$ cat src/rtl/epochtv1_vram_arb.sv
// Epoch TV-1 VRAM bus arbiter: one registered grant per pixel slot between the
// CPU, background fetch and sprite fetch, with write strobes and read-valid strobes.
module epochtv1_vram_arb #(
  parameter int unsigned STARVE_MAX    = 4,
  parameter int unsigned RECOVER_SLOTS = 1
) (
  input  logic        CLK,
  input  logic        RST,
  input  logic        CE,
  input  logic        CPU_REQ,
  input  logic        CPU_WE,
  input  logic [12:0] CPU_A,
  input  logic        BG_REQ,
  input  logic [11:0] BG_A,
  input  logic        SPR_REQ,
  input  logic [11:0] SPR_A,
  output logic [11:0] VA,
  output logic        nVAWR,
  output logic        nVBWR,
  output logic        GNT_CPU,
  output logic        GNT_BG,
  output logic        GNT_SPR,
  output logic        RV_CPU,
  output logic        RV_BG,
  output logic        RV_SPR,
  output logic        SPR_STALL
);

  typedef enum logic [1:0] {
    ST_IDLE    = 2'd0,
    ST_CPU     = 2'd1,
    ST_RECOVER = 2'd2
  } state_t;

  localparam logic [3:0] STARVE_TH = 4'(STARVE_MAX);
  localparam logic [1:0] REC_LOAD  = 2'(RECOVER_SLOTS - 1);

  state_t      state_q, state_d;
  logic [1:0]  rec_cnt_q, rec_cnt_d;
  logic [3:0]  starve_q, starve_d;
  logic [11:0] va_q, va_d;
  logic        nvawr_q, nvawr_d;
  logic        nvbwr_q, nvbwr_d;
  logic        gnt_cpu_q, gnt_cpu_d;
  logic        gnt_bg_q, gnt_bg_d;
  logic        gnt_spr_q, gnt_spr_d;
  logic        rv_cpu_q, rv_cpu_d;
  logic        rv_bg_q, rv_bg_d;
  logic        rv_spr_q, rv_spr_d;
  logic        first_slot_s;
  logic        recovering_s;
  logic        force_spr_s;

  always_comb begin
    state_d   = state_q;
    rec_cnt_d = rec_cnt_q;
    starve_d  = starve_q;
    va_d      = va_q;
    nvawr_d   = 1'b1;
    nvbwr_d   = 1'b1;
    gnt_cpu_d = 1'b0;
    gnt_bg_d  = 1'b0;
    gnt_spr_d = 1'b0;

    // The slot after CPU_REQ drops already counts as a recovery slot.
    first_slot_s = CPU_REQ && (state_q != ST_CPU);
    recovering_s = ((state_q == ST_CPU) && !CPU_REQ) ||
                   ((state_q == ST_RECOVER) && (rec_cnt_q != 2'd0));
    force_spr_s  = SPR_REQ && (starve_q >= STARVE_TH);

    if (CPU_REQ) begin
      gnt_cpu_d = 1'b1;
      va_d      = CPU_A[12:1];
      nvawr_d   = ~(first_slot_s & CPU_WE & ~CPU_A[0]);
      nvbwr_d   = ~(first_slot_s & CPU_WE & CPU_A[0]);
    end else if (recovering_s) begin
      va_d = va_q;
    end else if (force_spr_s) begin
      gnt_spr_d = 1'b1;
      va_d      = SPR_A;
    end else if (BG_REQ) begin
      gnt_bg_d = 1'b1;
      va_d     = BG_A;
    end else if (SPR_REQ) begin
      gnt_spr_d = 1'b1;
      va_d      = SPR_A;
    end else begin
      va_d = va_q;
    end

    if (!SPR_REQ || gnt_spr_d) begin
      starve_d = 4'd0;
    end else if (starve_q != 4'd15) begin
      starve_d = starve_q + 4'd1;
    end else begin
      starve_d = starve_q;
    end

    case (state_q)
      ST_IDLE: begin
        if (CPU_REQ) state_d = ST_CPU;
        else         state_d = ST_IDLE;
      end
      ST_CPU: begin
        if (!CPU_REQ) begin
          state_d   = ST_RECOVER;
          rec_cnt_d = REC_LOAD;
        end else begin
          state_d = ST_CPU;
        end
      end
      ST_RECOVER: begin
        if (CPU_REQ) begin
          state_d = ST_CPU;
        end else if (rec_cnt_q == 2'd0) begin
          state_d = ST_IDLE;
        end else begin
          rec_cnt_d = rec_cnt_q - 2'd1;
        end
      end
      default: begin
        state_d   = ST_IDLE;
        rec_cnt_d = 2'd0;
      end
    endcase

    // Data for a write slot never comes back, so no read-valid for it.
    rv_cpu_d = gnt_cpu_q & nvawr_q & nvbwr_q;
    rv_bg_d  = gnt_bg_q;
    rv_spr_d = gnt_spr_q;
  end

  always_ff @(posedge CLK) begin
    if (RST) begin
      state_q   <= ST_IDLE;
      rec_cnt_q <= 2'd0;
      starve_q  <= 4'd0;
      va_q      <= 12'd0;
      nvawr_q   <= 1'b1;
      nvbwr_q   <= 1'b1;
      gnt_cpu_q <= 1'b0;
      gnt_bg_q  <= 1'b0;
      gnt_spr_q <= 1'b0;
      rv_cpu_q  <= 1'b0;
      rv_bg_q   <= 1'b0;
      rv_spr_q  <= 1'b0;
    end else if (CE) begin
      state_q   <= state_d;
      rec_cnt_q <= rec_cnt_d;
      starve_q  <= starve_d;
      va_q      <= va_d;
      nvawr_q   <= nvawr_d;
      nvbwr_q   <= nvbwr_d;
      gnt_cpu_q <= gnt_cpu_d;
      gnt_bg_q  <= gnt_bg_d;
      gnt_spr_q <= gnt_spr_d;
      rv_cpu_q  <= rv_cpu_d;
      rv_bg_q   <= rv_bg_d;
      rv_spr_q  <= rv_spr_d;
    end
  end

  assign VA        = va_q;
  assign nVAWR     = nvawr_q;
  assign nVBWR     = nvbwr_q;
  assign GNT_CPU   = gnt_cpu_q;
  assign GNT_BG    = gnt_bg_q;
  assign GNT_SPR   = gnt_spr_q;
  assign RV_CPU    = rv_cpu_q;
  assign RV_BG     = rv_bg_q;
  assign RV_SPR    = rv_spr_q;
  assign SPR_STALL = ~gnt_spr_q & SPR_REQ;

endmodule

$ cat config.mk
export PLATFORM = sky130hd
export DESIGN_NAME = epochtv1_vram_arb
export DESIGN_NICKNAME = d
export VERILOG_FILES = /design/src/rtl/epochtv1_vram_arb.sv
export SDC_FILE = /design/constraint.sdc
export NUM_CORES = 1
export LEC_CHECK = 0
export CORE_MARGIN = 4
export CORE_UTILIZATION = 45
export CTS_CLUSTER_SIZE = 20
export DETAILED_ROUTE_END_ITERATION = 7
export PLACE_DENSITY = 0.95
export SLEW_MARGIN = 20
export SYNTH_ARGS = -nofsm -noshare
export SYNTH_HDL_FRONTEND = slang
export SYNTH_SLANG_ARGS = --single-unit
$ cat constraint.sdc
create_clock -name CLK -period 4.1 [get_ports CLK]
set_clock_uncertainty 0.2 [all_clocks]
set_input_delay 1.025 -clock CLK [delete_from_list [all_inputs] [get_ports CLK]]
set_output_delay 1.025 -clock CLK [all_outputs]
set_load 0.01 [all_outputs]
==> key figures <==
Run status
  – Result of the run: finished, final reports clean

Yosys
  – Count of warnings emitted by yosys: 0
  – Share of the synthesized area in the top cell type: 0.3771
  – Area leader, netlist: sky130_fd_sc_hd__dfxtp_1
  – Synthesis-stage register bit count: 28
  – Distinct cell type count after synthesis: a little over 40
  – Syn Std Cell Area: around 0.0015 mm2
  – Ranking of synthesized cells by area: sky130_fd_sc_hd__dfxtp_1, sky130_fd_sc_hd__a211oi_2, sky130_fd_sc_hd__nor2_1
  – Most used standard cell by instance count after synthesis: sky130_fd_sc_hd__nor2_1
  – Post-synthesis area per instance: around 8.4 um2
  – Number of enable-type register cells in the synthesized netlist: 0
  – Most numerous cell types in the synthesized netlist: sky130_fd_sc_hd__nor2_1, sky130_fd_sc_hd__dfxtp_1, sky130_fd_sc_hd__and3_1
  – Post-Syn Instances: 178
  – Proportion of synthesized flip-flops having asynchronous set or reset: 0
  – Portion of the post-synthesis area used by sequential elements: 0.3771
  – Dominant synthesized flop cell: sky130_fd_sc_hd__dfxtp_1
  – Net Count, Synth: between 200 and 250

Pwr
  – Sequential share of power: 0.541
  – Design internal power: between 0.0004 and 0.0005 W
  – Maximum VDD drop: 0.0001548 V
  – Power share of the combinational group: 0.259
  – Clock share of power: 0.200
  – Net switching power of the design: ~0.00014 W
  – Leakage power: slightly above 0.8 nW
  – Fraction of power spent switching nets: 0.2620
  – Total power divided by cell area: 250.9 mW/mm2

Run
  – Maximum capacitance violations: 0

Routing
  – Via-per-instance ratio: roughly 5.5
  – Via count: about 1.5k
  – Detail Route Antenna Nets: 0
  – Mean routed wirelength per cell: roughly 15 um
  – DRC marker count from the first detailed-route iteration: 88
  – Total wire length after detailed routing: 4097 um
  – First-pass iteration count of the detailed router: 4
  – Residual DRC count: 0

STA
  – RSZ-0062 raised after global routing: no
  – Final Hold Violating Endpoints: 0
  – Number of pins exceeding their max-slew limit in the final report: 0
  – Final sum of negative setup slack: 0 ns
  – Max transition margin: 0.6135
  – Actual transition at the worst max-transition pin: a little under 0.6 ns
  – Final period util: 0.8704
  – Number of endpoints failing setup at the final stage: 0
  – Clock period minus final worst setup slack: ~3.6 ns
  – Max frequency: around 280 MHz

Hold path
  – Number of stages on the worst hold path: 2
  – Worst min-delay path class: reg -> reg

Placement
  – Hpwl dp: between 3000 and 4000 um
  – Number of port buffers: 64
  – Placed cell count: approximately 280
  – Final GP Congestion: 0.7756

Layout
  – Final instance count without filler cells: 280
  – Fraction of final layout cells sized beyond drive strength 1: 0.1059
  – Nets@finish: 284
  – Antenna diodes: 0
  – Filler instances: about 260
  – Synth-to-Final Area Change: 46.21%

GRT
  – Maximum number of pins on one net before global-route repair: 23
  – First-pass GRT wire length: 6865 um
  – Overall routing resource usage: 0.2036
  – Via count of the first global-routing pass: 1465
  – Initial antenna violation count: 0
  – Remaining global-route overflow: 0

Worst setup path
  – Depth of the worst register-to-register path: 6
  – Category of the worst setup path capture point: output pin
  – Req. time, crit path: approximately 2.9 ns
  – Data arrival time at the worst-slack endpoint: approximately 2.3 ns
  – Kind of start point of the critical path: primary input
  – Crit path kind: in -> out
  – Critical path peak fanout: 9

Clocking
  – CTS H-tree depth: 1
  – Clock transition at the registers of the reported paths: 0.14 ns
  – Post_cts resized: 0
  – Number of post-CTS setup repair buffers: 0
  – Number of sinks on the clock net: 28
  – Clock Tree Buf Depth: 2
  – Count of hold-fix buffers inserted at cts: 0
  – TritonCTS clock tree: done
  – Root Buffer Master: sky130_fd_sc_hd__clkbuf_4
  – Latest clock arrival within the worst-skew pair: roughly 0.32 ns
  – CTS Buf Count: 3

Floorplan
  – Number of placed I/O pins: 65
  – Core Footprint: between 0.003 and 0.004 mm2
  – Floorplan row count: 20
  – Die area: ~0.0043 mm2
  – Die Wd: approximately 65 um
  – Chip Height: about 65 um
  – Initial standard-cell utilization of the core: 0.4790
[cell families (layout without fill, tap and decap cells)]
kind of cell,after synthesis,count (layout),share of synthesized area
DFF,28,28,0.3771
adders and majority gates,2,2,0.01683
and+or+nand+nor,91,91,0.3325
muxes,3,3,0.02104
AOI/OAI and AO/OA,37,37,0.1987
buffers and inverters,17,75,0.05387
[state kept, by name (all words and copies together), names as in the netlist]
register   count
VA            12
starve_q       4
rec_cnt_q      2
state_q        2
GNT_BG         1
GNT_CPU        1
GNT_SPR        1
RV_BG          1
RV_CPU         1
RV_SPR         1
nVAWR          1
nVBWR          1
[power by group through the flow]
stage | logic (W) | registers (W) | clock network [W]
3_5_place_dp | 0.000141 | 0.000301 | 0
6_report | 0.000141 | 0.000295 | 0.000109
4_1_cts | 0.000142 | 0.000295 | 0.000113
5_1_grt | 0.000153 | 0.000297 | 0.000129
3_3_place_gp | 0.000139 | 0.000300 | 0
2_1_floorplan | 0.0000564 | 0.000306 | 0
[per-stage QoR]
step | hold WS [ns] | total power [W] | util | area, um2 | setup WS [ns]
floorplan | 0.2496 | 0.0003621 | - | 1486 | 1.484
global placement | 0.2478 | 0.0004388 | 0.6931 | 2151 | 0.5542
detailed placement | 0.2588 | 0.0004419 | 0.6931 | 2151 | 0.5154
CTS | 0.2788 | 0.0005495 | 0.7004 | 2173 | 0.5189
global route | 0.2914 | 0.0005787 | 0.7004 | 2173 | 0.4473
finish | 0.2723 | 0.0005452 | 0.7004 | 2173 | 0.5315
[worst paths after layout]
check / start / end / slack [ns]
min: RV_CPU$_SDFFE_PP0P_ / RV_CPU$_SDFFE_PP0P_ / 0.27
max: SPR_REQ / SPR_STALL / 0.53
max reg2reg: rec_cnt_q[0]$_SDFFE_PP0P_ / VA[4]$_SDFFE_PP0P_ / 2.13
min reg2reg: RV_CPU$_SDFFE_PP0P_ / RV_CPU$_SDFFE_PP0P_ / 0.27
[placed cells by master (no fill, tap or decap)]
cell type / Yosys / routed
sky130_fd_sc_hd__a2111oi_2: 1 / 1
sky130_fd_sc_hd__a211oi_1: 3 / 3
sky130_fd_sc_hd__a211oi_2: 10 / 10
sky130_fd_sc_hd__a21oi_1: 12 / 12
sky130_fd_sc_hd__a22o_1: 1 / 1
sky130_fd_sc_hd__a2bb2oi_1: 1 / 1
sky130_fd_sc_hd__a31oi_1: 1 / 1
sky130_fd_sc_hd__and3_1: 14 / 14
sky130_fd_sc_hd__buf_4: 1 / 5
sky130_fd_sc_hd__clkbuf_4: 0 / 3
sky130_fd_sc_hd__clkdlybuf4s50_1: 0 / 64
sky130_fd_sc_hd__dfxtp_1: 28 / 28
sky130_fd_sc_hd__ha_1: 2 / 2
sky130_fd_sc_hd__inv_1: 3 / 3
sky130_fd_sc_hd__mux2_2: 1 / 1
sky130_fd_sc_hd__mux2i_1: 2 / 2
sky130_fd_sc_hd__nand2_1: 9 / 9
sky130_fd_sc_hd__nand2b_1: 1 / 1
sky130_fd_sc_hd__nand3_1: 3 / 3
sky130_fd_sc_hd__nand3b_1: 2 / 2
sky130_fd_sc_hd__nand4_1: 2 / 2
sky130_fd_sc_hd__nor2_1: 31 / 31
sky130_fd_sc_hd__nor2b_1: 1 / 1
sky130_fd_sc_hd__nor2b_2: 1 / 1
sky130_fd_sc_hd__nor3_1: 4 / 4
sky130_fd_sc_hd__nor3b_1: 2 / 2
sky130_fd_sc_hd__nor3b_2: 1 / 1
sky130_fd_sc_hd__nor4_1: 12 / 12
sky130_fd_sc_hd__nor4_2: 1 / 1
sky130_fd_sc_hd__nor4b_1: 2 / 2
sky130_fd_sc_hd__o21a_1: 1 / 1
sky130_fd_sc_hd__o21ai_0: 5 / 5
sky130_fd_sc_hd__o21bai_1: 1 / 1
sky130_fd_sc_hd__o311ai_0: 1 / 1
sky130_fd_sc_hd__or2_2: 1 / 1
sky130_fd_sc_hd__or2b_1: 1 / 1
sky130_fd_sc_hd__or4_1: 2 / 2
sky130_fd_sc_hd__or4_4: 1 / 1
[routing by layer]
layer / vias to the layer above / GRT usage / routed length (um)
met1: 707 / 0.2770 / 1765
met4: 0 / 0.06218 / 30
met3: 2 / 0.02051 / 206
met5: - / 0 / 0
met2: 51 / 0.3388 / 2094
li1: 767 / - / -
[layout make-up]
cell class	count	area, um2	share of cell area
tap	44	55.05	0.02533
multi-input combinational	133	845.8	0.3892
timing repair buffer	69	678.2	0.3120
inverter	3	11.26	0.005181
sequential	28	560.5	0.2579
clock buffer	3	22.52	0.01036
[worst max-delay path: stages]
cell and delay, ns:
sky130_fd_sc_hd__clkdlybuf4s50_1 0.61, sky130_fd_sc_hd__nor2b_1 0.17, sky130_fd_sc_hd__clkdlybuf4s50_1 0.54
Note: power is estimated with default switching activity, not from simulation.
